<file path="config.mk">
export PLATFORM = sky130hd
export DESIGN_NAME = bcd_updown_counter_flat
export DESIGN_NICKNAME = d
export VERILOG_FILES = /design/src/rtl/bcd_updown_counter_if.sv /design/src/rtl/bcd_updown_counter.sv /design/src/flat_wrapper.sv
export SDC_FILE = /design/constraint.sdc
export NUM_CORES = 1
export LEC_CHECK = 0
export BUFFER_PORTS_ARGS = -buffer_cell sky130_fd_sc_hd__buf_2
export CAP_MARGIN = 20
export CORE_MARGIN = 2
export CORE_UTILIZATION = 30
export CTS_BUF_LIST = sky130_fd_sc_hd__clkbuf_4 sky130_fd_sc_hd__clkbuf_8
export DETAILED_ROUTE_END_ITERATION = 6
export PLACE_DENSITY = 0.56
export SLEW_MARGIN = 0
export SYNTH_ARGS = -nofsm -noshare
export SYNTH_HDL_FRONTEND = slang
export SYNTH_SLANG_ARGS = --single-unit
</file>
<file path="constraint.sdc">
create_clock -name clk -period 6.1 [get_ports clk]
set_input_delay 0.61 -clock clk [delete_from_list [all_inputs] [get_ports clk]]
set_output_delay 0.61 -clock clk [all_outputs]
set_load 0.02 [all_outputs]
</file>
<file path="src/rtl/bcd_updown_counter_if.sv">
// Control and digit bundle between the BCD counter and whatever drives it
// (host logic on the master side, the counter itself on the slave side).
// The digit outputs feed the 7-segment decoders directly.
interface bcd_updown_counter_if;
    logic       en;
    logic       up_down;
    logic       load;
    logic [3:0] load_ones;
    logic [3:0] load_tens;
    logic [3:0] ones;
    logic [3:0] tens;
    logic       tick;
    logic       carry;

    modport master (
        output en,
        output up_down,
        output load,
        output load_ones,
        output load_tens,
        input  ones,
        input  tens,
        input  tick,
        input  carry
    );

    modport slave (
        input  en,
        input  up_down,
        input  load,
        input  load_ones,
        input  load_tens,
        output ones,
        output tens,
        output tick,
        output carry
    );
endinterface

</file>
<file path="src/rtl/bcd_updown_counter.sv">
// Two-digit (00-99) BCD up/down counter with a built-in clock prescaler.
// A free-running prescaler produces one step event every DIV_COUNT clocks;
// on that step the digits move up or down by one when enabled. A parallel
// load overrides the step and restarts the prescaler so the next step is a
// full period after the load. Digits are guaranteed to stay within 0-9.
module bcd_updown_counter #(
    parameter int DIV_COUNT = 50_000_000
) (
    input logic                  clk,
    input logic                  rst,
    bcd_updown_counter_if.slave  bus
);

    localparam int DIV_W = (DIV_COUNT > 1) ? $clog2(DIV_COUNT) : 1;
    localparam logic [DIV_W-1:0] LAST_COUNT = DIV_W'(DIV_COUNT - 1);

    logic [DIV_W-1:0] r_divCnt;
    logic [3:0]       r_ones;
    logic [3:0]       r_tens;
    logic             r_tick;
    logic             r_carry;

    logic             w_step;
    logic             w_countEn;
    logic [3:0]       w_loadOnes;
    logic [3:0]       w_loadTens;
    logic [3:0]       w_nextOnes;
    logic [3:0]       w_nextTens;
    logic             w_wrap;

    assign w_step    = (r_divCnt == LAST_COUNT);
    assign w_countEn = w_step & bus.en;

    // A non-BCD load value is replaced by zero so the decoders never see 10-15.
    assign w_loadOnes = (bus.load_ones > 4'd9) ? 4'd0 : bus.load_ones;
    assign w_loadTens = (bus.load_tens > 4'd9) ? 4'd0 : bus.load_tens;

    // Next digit pair for one step in the requested direction, plus the wrap flag.
    always_comb begin
        w_nextOnes = r_ones;
        w_nextTens = r_tens;
        w_wrap     = 1'b0;
        if (bus.up_down) begin
            if (r_ones >= 4'd9) begin
                w_nextOnes = 4'd0;
                if (r_tens >= 4'd9) begin
                    w_nextTens = 4'd0;
                    w_wrap     = 1'b1;
                end else begin
                    w_nextTens = r_tens + 4'd1;
                end
            end else begin
                w_nextOnes = r_ones + 4'd1;
            end
        end else begin
            if (r_ones == 4'd0) begin
                w_nextOnes = 4'd9;
                if (r_tens == 4'd0) begin
                    w_nextTens = 4'd9;
                    w_wrap     = 1'b1;
                end else begin
                    w_nextTens = r_tens - 4'd1;
                end
            end else begin
                w_nextOnes = r_ones - 4'd1;
            end
        end
    end

    // Prescaler: free-running modulo-DIV_COUNT counter, restarted by a load.
    always_ff @(posedge clk or posedge rst) begin
        if (rst) begin
            r_divCnt <= '0;
        end else if (bus.load || w_step) begin
            r_divCnt <= '0;
        end else begin
            r_divCnt <= r_divCnt + DIV_W'(1);
        end
    end

    // Tick marks every prescaler period regardless of enable or load.
    always_ff @(posedge clk or posedge rst) begin
        if (rst) begin
            r_tick <= 1'b0;
        end else begin
            r_tick <= w_step;
        end
    end

    // Digit registers: load beats a step; carry pulses only on an enabled wrap.
    always_ff @(posedge clk or posedge rst) begin
        if (rst) begin
            r_ones  <= 4'd0;
            r_tens  <= 4'd0;
            r_carry <= 1'b0;
        end else if (bus.load) begin
            r_ones  <= w_loadOnes;
            r_tens  <= w_loadTens;
            r_carry <= 1'b0;
        end else if (w_countEn) begin
            r_ones  <= w_nextOnes;
            r_tens  <= w_nextTens;
            r_carry <= w_wrap;
        end else begin
            r_carry <= 1'b0;
        end
    end

    assign bus.ones  = r_ones;
    assign bus.tens  = r_tens;
    assign bus.tick  = r_tick;
    assign bus.carry = r_carry;

endmodule
</file>
<file path="src/flat_wrapper.sv">
// flat-port wrapper written by rule: the top's interface ports become plain ports
module bcd_updown_counter_flat 
#(
    parameter int DIV_COUNT = 50_000_000
)
  (clk, rst, bus_en, bus_up_down, bus_load, bus_load_ones, bus_load_tens, bus_ones, bus_tens, bus_tick, bus_carry);
  bcd_updown_counter_if bus_i ();
  input logic clk;
  input logic rst;
  input wire logic [$bits(bus_i.en)-1:0] bus_en;
  input wire logic [$bits(bus_i.up_down)-1:0] bus_up_down;
  input wire logic [$bits(bus_i.load)-1:0] bus_load;
  input wire logic [$bits(bus_i.load_ones)-1:0] bus_load_ones;
  input wire logic [$bits(bus_i.load_tens)-1:0] bus_load_tens;
  output wire logic [$bits(bus_i.ones)-1:0] bus_ones;
  output wire logic [$bits(bus_i.tens)-1:0] bus_tens;
  output wire logic [$bits(bus_i.tick)-1:0] bus_tick;
  output wire logic [$bits(bus_i.carry)-1:0] bus_carry;
  assign bus_i.en = bus_en;
  assign bus_i.up_down = bus_up_down;
  assign bus_i.load = bus_load;
  assign bus_i.load_ones = bus_load_ones;
  assign bus_i.load_tens = bus_load_tens;
  assign bus_ones = bus_i.ones;
  assign bus_tens = bus_i.tens;
  assign bus_tick = bus_i.tick;
  assign bus_carry = bus_i.carry;
  bcd_updown_counter #(.DIV_COUNT(DIV_COUNT)) u_core (.clk(clk), .rst(rst), .bus(bus_i));
endmodule
</file>
# Word-level counts from Yosys, hierarchy flattened
# Index checks and enable logic that the tools add are counted.
# word_totals
register_bits	36
latch_bits	0
ram_bits	0
mem_bits_ro	0
out_inout_bits	10
elab_cells	45
mem_count	0
# classes
add_sub_neg	5
multipliers	0
div	0
magnitude_cmp	4
n_eq_ne	2
n_shift	0
muxes	22
bitwise_logic	1
reduce_logical	6
# op_table
op	n
4-bit two-way mux	14
26-bit by 1-bit adder with 26-bit output, second input constant	1
26-bit == test, second input constant	1
26-bit two-way mux	1
4-bit by 1-bit adder with 4-bit output, second input constant	2
4-bit >= comparator, second input constant	2
4-bit greater-than comparator, second input constant	2
4-bit logical NOT	2
4-bit by 1-bit subtractor with 4-bit output, second input constant	2
1-bit two-way mux	7
3-bit by 1-bit inequality test with 1-bit output, second input constant	1
3-bit AND reduction	1
3-bit nonzero test	1
2-bit nonzero test	1
1-bit bitwise AND	1
1-bit logical OR	1

# Longest topological paths before layout
# Gate-level depths: netlist of run 1.
# depth
depth_word	6
ltp_mapped	8
depth_no_buf	7

# Worst setup path before layout of run 1
# OpenSTA, ideal clock, no wires.
# synth_path
path_type	register to register
startpoint	register u_core.r_ones[0] (netlist: u_core.bus.ones[0])
endpoint	register u_core.r_tens[3] (netlist: u_core.bus.tens[3])
setup_ns	0.140
t_arrival_ns	1.993
t_required_ns	5.960
slack_ns	3.967
path_stages_with_launch	8
n_path_buf	0
cell_sequence	dfrtp_1 inv_1 ha_1 or3b_2 o22ai_1 nand4_1 mux2i_1 o32ai_1
# synth_between
elab_chain_len	3
# synth_rtl
item	line	rtl
start, declared	bcd_updown_counter.sv:18	logic [3:0] r_ones;
start signal, assigned	bcd_updown_counter.sv:97	r_ones <= w_loadOnes;
start signal, assigned	bcd_updown_counter.sv:101	r_ones <= w_nextOnes;
4-bit >= comparator or 4-bit logical NOT (tied branches)	bcd_updown_counter.sv:44, bcd_updown_counter.sv:56	
3-bit by 1-bit inequality test with 1-bit output (no source line) or 3-bit nonzero test (tied branches)	n/a	
3-bit AND reduction (no source line) (*)	n/a	
end signal, assigned	bcd_updown_counter.sv:98	r_tens <= w_loadTens;
end signal, assigned	bcd_updown_counter.sv:102	r_tens <= w_nextTens;
end, declared	bcd_updown_counter.sv:19	logic [3:0] r_tens;
# Every way passes the cells marked *; elsewhere a longest branch is shown, timed or not.
# A chain may end at the register's enable or synchronous reset.

# Final worst setup path of run 1
# layout_path
startpoint	register u_core.r_divCnt[16]
endpoint	register u_core.r_divCnt[21]
# layout_between
elab_chain_len	3
# layout_rtl
item	line	rtl
start, declared	bcd_updown_counter.sv:17	logic [DIV_W-1:0] r_divCnt;
start signal, assigned	bcd_updown_counter.sv:77	r_divCnt <= r_divCnt + DIV_W'(1);
26-bit == test	bcd_updown_counter.sv:31	assign w_step = (r_divCnt == LAST_COUNT);
named net u_core.w_step	bcd_updown_counter.sv:23	logic w_step;
1-bit logical OR	bcd_updown_counter.sv:74	end else if (bus.load || w_step) begin
26-bit two-way mux	bcd_updown_counter.sv:74	
# The timed path passes the listed nets, and every way through them passes these cells.

==> results of run 1 <==
==> worst reg2reg max path: cells and delay by family (launching register included) <==
kind	cells	cell delay (ns)
and+or+nand+nor	5	1.91
DFF	1	0.43
==> kinds of logic (layout without fill, tap and decap cells) <==
logic type / count (synthesis) / after routing
and+or+nand+nor: 116 / 116
AOI/OAI and AO/OA: 43 / 43
DFF: 36 / 36
xor gates and xnor gates: 24 / 24
buffers and inverters: 21 / 44
adders and majority gates: 9 / 9
muxes: 1 / 1
==> how the worst max path moves through the flow <==
stage	endpoint	startpoint	cells past startpoint
after floorplan	u_core.bus.tens[3]	u_core.bus.ones[0]	7
after global placement	u_core.r_divCnt[5]	u_core.r_divCnt[16]	5
after detailed placement	u_core.r_divCnt[22]	u_core.r_divCnt[16]	5
after CTS	u_core.r_divCnt[21]	u_core.r_divCnt[16]	5
after global routing	u_core.r_divCnt[21]	u_core.r_divCnt[0]	6
final	u_core.r_divCnt[21]	u_core.r_divCnt[16]	5
==> state kept, by name (all words and copies together), names as in the netlist <==
signal            count
u_core.r_divCnt      26
u_core.bus.carry      1
u_core.bus.ones       4
u_core.bus.tick       1
u_core.bus.tens       4
==> synthesized netlist by cell type, types with 2 or more instances <==
master | number | area (µm²)
a211oi_1 | 3 | 22.5
a21oi_1 | 11 | 55.1
a31oi_1 | 2 | 12.5
and2_1 | 2 | 12.5
and3_1 | 3 | 18.8
and4_1 | 2 | 17.5
buf_6 | 2 | 22.5
clkbuf_1 | 5 | 18.8
dfrtp_1 | 36 | 901
ha_1 | 9 | 113
inv_1 | 13 | 48.8
nand2_1 | 12 | 45.0
nand2b_1 | 3 | 18.8
nand3_1 | 24 | 120
nand4_1 | 12 | 75.1
nor2_1 | 35 | 131
nor2b_1 | 2 | 12.5
nor3_1 | 6 | 30.0
nor4_1 | 3 | 18.8
nor4_2 | 2 | 25.0
o211ai_1 | 3 | 22.5
o21ai_0 | 7 | 35.0
o22ai_1 | 2 | 12.5
o31ai_1 | 6 | 45.0
xnor2_1 | 7 | 61.3
xor2_1 | 17 | 149
==> per-stage QoR <==
stage	setup slack (ns)	power [mW]	hold WS [ns]
floorplan	3.97	0.332	0.469
detailed placement	3.62	0.361	0.506
finish	3.62	0.564	0.415
CTS	3.59	0.570	0.430
global route	3.42	0.599	0.451
global placement	3.64	0.362	0.507
==> layout make-up <==
type / count / area (µm²) / area share
Clock buffer: 5 / 68.8 / 0.0270
Clock inverter: 3 / 42.5 / 0.0167
Inverter: 13 / 48.8 / 0.0191
Multi-Input combinational cell: 193 / 1250 / 0.489
Sequential cell: 36 / 901 / 0.353
Tap cell: 99 / 124 / 0.0486
Timing Repair Buffer: 23 / 118 / 0.0461
==> layer usage <==
layer	GRT usage	wire, µm	vias up
met2	0.195	2110	39
li1	-	-	941
met5	0	0	-
met4	0.0346	63	0
met1	0.197	2680	902
met3	0.0259	213	7
==> power by group <==
part	leakage (nW)	internal, mW	switching, mW
clock	0.0541	0.121	0.0864
combinational	0.549	0.0348	0.0591
sequential	0.489	0.247	0.0159
total	1.09	0.403	0.161
==> results, run 1 <==
- Counting the buffers created by CTS gives 5.
- The pin count of the biggest net entering global routing is 37.
- The layout overhead on the synthesized area is 13.5%.
- The worst ir drop on vdd is 78.7 µV.
- Buffers placed on the I/O ports in this run total 22.
- The number of gates resized after CTS was 0.
- After clock tree synthesis, the clock-pin slew on the worst setup and hold paths is 0.08 ns.
- The detail-routed via count per cell is 5.08.
- The wire-length estimate of the detail-placed layout is 3710 µm.
- The clock sink count is 36.
- The worst setup path is of the flop to flop kind.
- The kind of path behind the tightest hold check is input pin to asynchronous set/reset pin.
- The overall die width is 90.5 µm.
- The worst register-to-register path has a setup slack of 3.62 ns.
- The cell sitting at the root of the clock tree is a clkbuf_8.
- The mean instance size in the synthesized netlist is 8.98 µm².
- After synthesis, the share of cell area in mux cells is 0.00446.
- The number of routed nets with antenna violations is 0.
- In this run the critical register-to-register path is launched from u_core.r_divCnt[16].
- The number of endpoints failing setup at the final stage is 0.
- The synthesized net count is 272.
- The max-cap check violation count is 0.
- The sequential element share of the synthesized area is 0.401.
- Of all nets on the critical path, the largest fanout is 23.
- After floorplanning, the core was divided into 31 placement rows.
- After technology mapping, the gate count stands at 250.
- The number of antenna violations at the first check in global routing is 0.
- The routed layout has 1889 vias.
- The post-route core utilization is 0.352.
- The most common cell after layout, fill and taps aside is dfrtp_1.
- The startpoint kind of the worst setup timing path is a flop.
- Clock skew on the completed layout was measured at 0.0104 ns.
- The most used flip-flop cell after synthesis is dfrtp_1.
- The number of hold violations in the final report is 0.
- The number of synthesized flops with an enable pin is 0.
- The count of warnings emitted by yosys is 0.
- The first global-routing pass estimated 8930 µm of wire.
- Once the clock tree was built, the setup fixing pass inserted 0 buffers.
- Summing every instance area after synthesis gives 2250 µm².
- The share of the synthesized area in compound gates (AO/OA/AOI/OAI) was 0.128.
- The via count of the first global-routing pass is 1822.
- After synthesis, the netlist uses 47 different library cells.
- The final weighted congestion in routability-driven placement is 0.845.
- The endpoint of the most critical register-to-register path is u_core.r_divCnt[21].
- The post-route DRC violation count is 0.
- For the finished layout, the period the worst path requires is 2.48 ns.
- The initial core utilization is 0.310.
- The async set-reset flop share out of synthesis is 1.00.
- The wire length after detailed routing is 5060 µm.
- Setup repair after global routing left no endpoint under its margin.
- For the worst setup path, the data required time is 6.24 ns.
- The layout has 762 filler cells.
- For this run the aggregate overflow at the end of global routing stands at 0.
- The final instance count without filler cells is 372.
- The library cells used most frequently in the layout, excluding fill and tap cells, are dfrtp_1, nor2_1, nand3_1.
- For the worst-skew pair, the clock arrives at the later sink with an insertion delay of 0.29 ns.
- Once placement finished, the instance area stood at 2440 µm².
- The family with the most delay on the worst path is simple AND/OR/NAND/NOR gates.
- The first detailed-routing pass took 4 iterations.
- In the final layout, the share of cells above drive strength 1 is 0.143.
- For this run, the slowest stage of the critical path takes 0.64 ns.
- The run finished with clean final reports.
- The final layout contains 294 nets.
- The number of antenna diodes in the final layout is 0.
- The maximum frequency from static timing analysis is 0.403 GHz.
- The number of buffers and inverters on the critical path is 0.
- Summed over all failing endpoints, the final setup total negative slack is 0 ns.
- The ratio of final minimum period to clock period is 0.406.
- The height of the die is 90.5 µm.
- The total power divided by cell area is 221 nW/µm².
- The TritonCTS clock tree is built.
- The critical path data arrival time is 2.62 ns.
- After routing the design area is 2550 µm².
- Among all stages on the critical path, the largest delay is contributed by or2_1.
- For the pin with the worst max-slew slack, the measured transition is 1.11 ns.
- During I/O placement, the number of pins put on the boundary was 23.
- Of the total synthesized cell area, the portion taken by AND, OR, NAND and NOR gates is 0.280.
- The leakage power figure is 1.09 nW.
- The final count of pins violating max slew is 0.
- For this run, the total global-route usage over all layers was measured as 0.132.
- The number of buffers inserted for hold repair after clock tree synthesis is 0.
- The XOR/XNOR share of the synthesized area is 0.0936.
- The placeable core region is 7250 µm².
- The number of synthesized register bits is 36.
- The worst-case headroom to the max-slew limit is 0.256.
- The detailed router finished its first iteration with 82 violations.
- The detail-routed net length per standard cell is 13.6 µm.
- Of the total synthesized cell area, the portion taken by full adders, half adders and majority gates is 0.0501.
- After synthesis, the largest family of logic cells by area is simple AND/OR/NAND/NOR gates.
- Counting tap cells, the placed design contains a total of 364 instances.
- The buffer depth of the longest clock path is 2.
- The die covers 8190 µm².
- The signal on the critical path passes through or4b_1 > nor4_4 > and2_1 > or2_1 > nor2_1.
- The number of H-tree levels is 2.
- STA classifies the critical path endpoint as a flop.
- The count of cells along the worst register-to-register path is 5.
No activity file was read; power rests on OpenSTA's default activity.
==> run 2: changes to the inputs <==
--- a/config.mk
+++ b/config.mk
@@ -5,13 +5,14 @@
 export SDC_FILE = /design/constraint.sdc
 export NUM_CORES = 1
 export LEC_CHECK = 0
+export ABC_AREA = 1
 export BUFFER_PORTS_ARGS = -buffer_cell sky130_fd_sc_hd__buf_2
 export CAP_MARGIN = 20
 export CORE_MARGIN = 2
 export CORE_UTILIZATION = 30
 export CTS_BUF_LIST = sky130_fd_sc_hd__clkbuf_4 sky130_fd_sc_hd__clkbuf_8
 export DETAILED_ROUTE_END_ITERATION = 6
-export PLACE_DENSITY = 0.56
+export PLACE_DENSITY = 0.58
 export SLEW_MARGIN = 0
 export SYNTH_ARGS = -nofsm -noshare
 export SYNTH_HDL_FRONTEND = slang
==> constraint.sdc (replaced) <==
create_clock -name clk -period 2.1 [get_ports clk]
set_input_delay 0.21 -clock clk [delete_from_list [all_inputs] [get_ports clk]]
set_output_delay 0.21 -clock clk [all_outputs]
set_load 0.02 [all_outputs]
==> run 2 against run 1 <==
Wire length increased by 13%; synthesized area grew 9.4%; global-route usage grew 0.87 points; final cell count increased by 27%; design area up 8.3%; sequential cell count unchanged; register-to-register slack got worse by 3.3 ns; maximum frequency rose by 36%; utilization shrank 1.0 points; critical path depth grew 3; hold slack got worse by 0.39 ns; worst setup slack worse by 3.3 ns.
==> results, run 2 <==
- In the layout the commonest cells are nand2_1, nor2_1, nand3_1.
- The worst-case clock skew is 0.00618 ns.
- For this design the static power due to leakage is 1.23 nW.
- By instance count, the leading cell after synthesis is nand2_1.
- The net count of the finished layout is 390.
- The detailed-routing iteration count for the pre-antenna-repair pass is 4.
- The share of the synthesized area in compound gates (AO/OA/AOI/OAI) is 0.0519.
- For this run, the register share of the synthesized area comes to 0.367.
- Across the run, the number of max-cap violations was 0.
- The detail-routed via count per cell is 4.65.
- The final total negative setup slack is 0 ns.
- The overall power of the completed layout is 1.87 mW.
- The count of warnings emitted by yosys is 0.
- The routed layout has 2203 vias.
- The share of total power dissipated in the clock network is 0.288.
- 23 I/O pins were placed.
- Clock tree synthesis selected as its root buffer the cell clkbuf_8.
- The worst-path maximum fanout is 24.
- Ranked by total cell area, the synthesized netlist is headed by dfrtp_1, nand2_1, nand3_1, nor2_1, inv_1.
- The share of synthesized area in the top cell type comes to 0.367.
- The endpoint kind of the worst setup timing path is a flop.
- The leftover overflow at the end of global routing is 0.
- Row generation in the floorplan step produced 33 rows.
- The share of total power dissipated in sequential elements is 0.439.
- The detail-routed net length per standard cell is 12.1 µm.
- The slew at the pin closest to its max-slew limit is 0.656 ns.
- The final count of pins violating max slew was 0.
- The number of clock buffers added by TritonCTS is 5.
- The wire length of the first global-routing pass is 9930 µm.
- The worst pin sits at a relative slew slack of 0.561.
- The post-route minimum period is 1.82 ns.
- Summed over all nets, the half-perimeter wirelength after detailed placement is 4400 µm.
- The main combinational cell family by area after synthesis is simple AND/OR/NAND/NOR gates.
- The fraction of layout instances using a drive strength above 1 is 0.130.
- The height of the die is 94.5 µm.
- After global routing, the most crowded layer is met2.
- Entering global routing, the biggest net connects 37 pins.
- For met3 alone, demand over resource in global routing was 0.0271.
- The number of routed nets with antenna violations is 0.
- The synthesized net count is 365.
- The flow ran to the end, and the final reports show no timing, DRC or antenna violations.
- The ratio of final minimum period to clock period is 0.866.
- The number of flip-flops in the largest register is 26.
- The number of port buffers is 22.
- Post-CTS timing repair inserted 0 buffers for setup.
- The total track usage is 0.141.
- The most common cell after layout, fill and taps aside is nand2_1.
- The synthesized area is 2460 µm².
- The kind of critical path is flop to flop.
- The buffer depth of the longest clock path is 2.
- For this run, design rule violations remaining after detail routing come to 0.
- The leading area contributor after synthesis is dfrtp_1.
- After clock tree synthesis, the clock-pin slew on the worst setup and hold paths is 0.07 ns.
- The insertion delay of the later-clocked pin in the worst-skew pair is 0.29 ns.
- The flip-flop cell with the highest count after synthesis is dfrtp_1.
- The number of hold violations in the final report was 0.
- The net switching fraction of the power is 0.350.
- Power spread over the standard cell area amounts to 678 nW/µm².
- The worst ir drop on vdd is 275 µV.
- Of the total synthesized cell area, the portion taken by AND, OR, NAND and NOR gates is 0.414.
- The via count of the first global-routing pass is 2177.
- The initial core utilization is 0.304.
- The share of total power dissipated in combinational logic is 0.273.
- For this block, the routed nets add up to 5740 µm of wire.
- Each instance of the synthesized netlist takes up on average 7.16 µm².
- Counting flops per register, the top entry is u_core.r_divCnt.
- The path class of the tightest hold or removal check is input pin to asynchronous set/reset pin.
- Of the total synthesized cell area, the portion taken by XOR and XNOR cells is 0.0463.
- The met2 usage is 0.234.
- In the global route stage, met1 resource usage came out at 0.186.
- Setup violations remaining at the end of the flow were counted as 0.
- The commonest cells after synthesis are nand2_1, nor2_1, nand3_1, dfrtp_1, inv_1.
- The layout has 893 filler cells.
- The gate count of the mapped netlist is 343.
- The startpoint kind of the worst setup timing path is a flop.
- The number of antenna violations at the first check in global routing is 0.
- The number of antenna diodes in the final layout is 0.
- The critical path data arrival time is 1.97 ns.
- Based on the critical path, the design can be clocked at up to 0.550 GHz.
- Of the total synthesized cell area, the portion taken by full adders, half adders and majority gates is 0.0458.
- The synthesized design contains 0 enable-type register cells.
- Routability-driven placement finished with a final weighted congestion of 0.880.
- The overall die area is 8930 µm².
- Gates resized during post-CTS repair numbered 0.
- In this run, synthesis produced a sequential element count of 36.
- The switching component of the power is 0.655 mW.
- After floorplanning, the core was sized to cover 8090 µm².
- The TritonCTS clock tree is built.
- The layout overhead on the synthesized area is 12.4%.
- For this run, asynchronously set or reset flops after synthesis account for 1.00.
- CTS built an H-tree with a depth of 2.
- The required time of the critical path is 2.25 ns.
- After synthesis, the netlist uses 31 different library cells.
- The clock sink count is 36.
- The initial detailed-routing violation count is 112.
- After synthesis, the share of cell area in mux cells is 0.
- Measured along the x axis, the die boundary spans 94.5 µm.
- The number of buffers inserted for hold repair after clock tree synthesis is 0.
- The internal power summed over all cells is 1.22 mW.
- Setup repair after global routing left no endpoint under its margin.
==> run 2: cell types whose count changed after synthesis, moves of 5 or more <==
cell and change:
nand2_1 +70, o31ai_1 -6, nor2_1 +20, inv_1 +23
xor2_1 -6, nand3_1 +22, a21oi_1 -9, xnor2_1 -5
==> run 2: power groups by stage <==
stage	Sequential (mW)	Clock [mW]	Combinational, mW
after global routing	0.835	0.598	0.589
after global placement	0.835	0	0.504
after detailed placement	0.837	0	0.508
after floorplan	0.858	0	0.349
after CTS	0.823	0.557	0.511
final	0.822	0.539	0.511
==> run 2: final timing paths <==
path                               startpoint                   to  slack (ns)  cells past startpoint
min in group clk                       bus_en     u_core.bus.carry        0.21                      3
min                                       rst   u_core.r_divCnt[1]        0.02                      3
max                        u_core.r_divCnt[0]  u_core.r_divCnt[15]        0.28                      8
max reg2reg                u_core.r_divCnt[0]  u_core.r_divCnt[15]        0.28                      8
min reg2reg                u_core.r_divCnt[0]   u_core.r_divCnt[0]        0.48                      1
max in group asynchronous                 rst     u_core.bus.carry        1.76                      3
==> run 2: metal layers <==
metal  vias to the layer above  share of wire
li1                       1158              -
met1                      1008           0.49
met2                        29           0.46
met3                         8          0.031
met4                         0          0.015
met5                         -              0
==> run 2: cells by family (layout without fill, tap and decap cells) <==
group	count (synthesis)	after routing
AOI/OAI and AO/OA	21	21
xor gates and xnor gates	13	13
adders and majority gates	9	9
buffers and inverters	43	69
DFF	36	36
and+or+nand+nor	221	221
==> run 2: critical path, stage by stage (launching register included) <==
cell and delay [ns]:
dfrtp_1 0.38, ha_1 0.24, nand2_2 0.12, nor2_8 0.14, nand3_2 0.08, nor2_2 0.14, nand2_1 0.09, nand2_2 0.38
nor3_1 0.12
==> run 2: metrics by stage <==
stage,cells,hold slack (ns),worst slack (ns),util,cell area [µm²]
2_1_floorplan,343,0.359,0.522,-,2460
3_3_place_gp,466,0.348,0.321,0.329,2660
6_report,474,0.0249,0.281,0.341,2760
4_1_cts,474,0.0417,0.251,0.341,2760
3_5_place_dp,466,0.355,0.263,0.329,2660
5_1_grt,474,0.0600,0.0877,0.341,2760
==> run 2: layout make-up <==
cell class | count | area, µm² | area share
multi-input cells | 264 | 1370 | 0.497
flip-flops and latches | 36 | 901 | 0.326
inverters | 38 | 143 | 0.0517
well taps | 105 | 131 | 0.0476
repair buffers | 23 | 118 | 0.0426
clock buffers | 8 | 97.6 | 0.0353
==> run 3: changes to the inputs <==
--- a/config.mk
+++ b/config.mk
@@ -9,10 +9,10 @@
 export BUFFER_PORTS_ARGS = -buffer_cell sky130_fd_sc_hd__buf_2
 export CAP_MARGIN = 20
 export CORE_MARGIN = 2
-export CORE_UTILIZATION = 30
+export CORE_UTILIZATION = 45
 export CTS_BUF_LIST = sky130_fd_sc_hd__clkbuf_4 sky130_fd_sc_hd__clkbuf_8
 export DETAILED_ROUTE_END_ITERATION = 6
-export PLACE_DENSITY = 0.58
+export PLACE_DENSITY = 0.76
 export SLEW_MARGIN = 0
 export SYNTH_ARGS = -nofsm -noshare
 export SYNTH_HDL_FRONTEND = slang
==> run 3 against run 2 <==
Global-route usage grew 5.3 points; wire length fell by 5.1%; sequential power about the same; maximum frequency up 0.37%; die area fell by 32%; non-clock buffer count is the same; hold slack got worse by 0.013 ns; clock power decreased by 2%; register-to-register slack barely moved; count of clock-buffer cells in the layout unchanged; largest cell class unchanged; highest routed layer unchanged.
==> results, run 3 (synthesized netlist as in run 2, its figures left out) <==
- The number of setup buffers added after CTS is 0.
- In this run the count of I/O pins placed on the die edge is 23.
- OpenSTA, run right after detailed placement, puts the worst setup slack at 0.284 ns.
- The slowest stage of the critical path is the dfrtp_1 cell.
- The number of routed nets with antenna violations is 0.
- The pin count of the biggest net entering global routing is 37.
- Clock tree synthesis found a total of 36 sinks.
- The overall die area is 6070 µm².
- The initial detailed-routing violation count is 232.
- The buffer depth of the longest clock path is 2.
- IR analysis of the VDD net gives a maximum drop of 301 µV.
- For this configuration, the core starts out at a cell density of 0.475.
- Across all setup checks in the final design, the least slack found is 0.288 ns.
- The number of H-tree levels is 2.
- After detailed routing, the number of remaining DRC violations is 0.
- The longest individual stage delay on the worst path is 0.38 ns.
- The number of endpoints failing setup at the final stage is 0.
- The final count of pins violating max slew was 0.
- Adding up every negative setup slack in the final design gives 0 ns.
- The tree is rooted in a clkbuf_8.
- TritonCTS built the clock tree.
- For the pin with the worst max-slew slack, the measured transition is 0.599 ns.
- The detailed router put a total of 2440 µm of wire on met1.
- The congestion estimate from routability-driven global placement came to 0.917.
- The total overflow left after global routing is 0.
- The worst hold slack is 0.0115 ns.
- The layout overhead on the synthesized area is 10.6%.
- The critical path data arrival time is 1.96 ns.
- The insertion delay of the later-clocked pin in the worst-skew pair is 0.29 ns.
- The power share of the clock group is 0.283.
- The count of instances resized after the clock tree is built is 0.
- The endpoint kind of the worst setup timing path is a flop.
- The pre-antenna-repair detailed-routing pass consisted of 5 iterations.
- The total power divided by cell area is 685 nW/µm².
- The highest routing layer actually used is met4.
- Ranked by flip-flop count, first place goes to u_core.r_divCnt.
- For the finished layout, the period the worst path requires is 1.81 ns.
- At the end of the flow the core is filled with cells to 0.525.
- The overall power of the completed layout is 1.86 mW.
- The worst-path maximum fanout is 24.
- In the layout the commonest cells are nand2_1, nor2_1, nand3_1.
- The count of buffers added on input and output ports is 22.
- The detail-routed via count per cell is 5.27.
- The switching component of the power is 0.646 mW.
- The share of total power dissipated in sequential elements is 0.442.
- The leakage power figure is 1.23 nW.
- The library cell appearing most often on the critical path is nand2_2.
- Including well taps, the total number of placed cells is 431.
- The combinational power share is 0.275.
- The number of hold violations in the final report was 0.
- The kind of path behind the tightest hold check is input pin to asynchronous set/reset pin.
- The startpoint kind of the worst setup timing path is a flop.
- The floorplan step defined a core boundary enclosing 5170 µm².
- With fillers left out, the area of the finished cells amounts to 2720 µm².
- The wire length of the first global-routing pass is 9600 µm.
- Headroom to the max-slew limit came out at 0.599.
- Buffers inserted during clock tree synthesis total 5.
- The max-cap check violation count is 0.
- The routed layout has 2313 vias.
- The detail-routed net length per standard cell is 12.4 µm.
- The run finished with clean final reports.
- The placement-stage cell area is 2620 µm².
- The wire length after detailed routing is 5440 µm.
- The total track usage is 0.194.
- The required time of the critical path is 2.25 ns.
- The critical path is of the flop to flop type.
- In this run, post-CTS hold repair placed 0 buffers.
- The net count of the finished layout is 390.
- The repair_antennas step left the layout with diodes totalling 0.
- The ratio of final minimum period to clock period is 0.863.
- Timing would allow up to 0.552 GHz.
- Traced cell by cell, the critical path runs through ha_1 > nand2_2 > nor2_8 > nand3_2 > nor2_2 > nand2_1 > nand2_2 > nor3_1.
- The fraction of layout instances using a drive strength above 1 is 0.130.
- Counting the fill cells in the layout gives 484.
- The routed design uses 2520 µm of met2 wire.
- Setup repair after global routing left no endpoint under its margin.
- The internal power of the cells totals 1.22 mW.
- Clock skew on the completed layout was measured at 0.00997 ns.
- The number of antenna violations at the first check in global routing is 0.
- Measured along the y axis, the die boundary spans 77.9 µm.
- The net switching fraction of the power is 0.347.
- Row generation in the floorplan step produced 26 rows.
- Clock-pin slew was measured on the worst setup and hold paths at 0.07 ns.
- The overall die width is 77.9 µm.
- The finished layout holds 439 standard cells, fillers aside.
- The via count of the first global-routing pass is 2145.
- The wire length on met3 is 354 µm.
- After legalization and detailed placement, the total HPWL measured 4180 µm.
- The number of flip-flops in the largest register is 26.
- The most common cell after layout, fill and taps aside is nand2_1.
[run 3: cell counts in the layout (fill, tap and decap cells not counted)]
Identical to the previous run, type by type.
[run 3: final cells by class]
type	instances	area [µm²]	share of cell area
repair buffers	23	118	0.0433
clock buffers	8	97.6	0.0359
inverters	38	143	0.0525
well taps	70	87.6	0.0322
flip-flops and latches	36	901	0.331
multi-input cells	264	1370	0.505
[run 3: worst max-delay path: cells and delay by family (launching register included)]
| kind | cells | cell delay (ns) |
|---|---|---|
| adders and majority gates | 1 | 0.24 |
| DFF | 1 | 0.38 |
| and+or+nand+nor | 7 | 1.05 |
[run 3: path summary, 6_finish.rpt]
path	depth (start not counted)	end	start	slack (ns)
max	8	u_core.r_divCnt[15]	u_core.r_divCnt[0]	0.29
min	3	u_core.r_divCnt[23]	rst	0.01
max reg2reg	8	u_core.r_divCnt[15]	u_core.r_divCnt[0]	0.29
min reg2reg	1	u_core.r_divCnt[0]	u_core.r_divCnt[0]	0.49
max in group asynchronous	3	u_core.r_divCnt[5]	rst	1.78
min in group clk	3	u_core.bus.carry	bus_en	0.21
[run 3: per-layer routing]
layer  GRT usage  vias to the layer above
li1            -                     1162
met1       0.266                     1053
met2       0.304                       85
met3      0.0337                       13
met4      0.0789                        0
met5           0                        -
[run 3: power groups by stage]
stage | registers (mW) | logic, mW | clock network, mW
floorplan | 0.858 | 0.349 | 0
global placement | 0.835 | 0.497 | 0
detailed placement | 0.837 | 0.511 | 0
CTS | 0.824 | 0.513 | 0.541
global route | 0.838 | 0.585 | 0.572
finish | 0.824 | 0.512 | 0.527
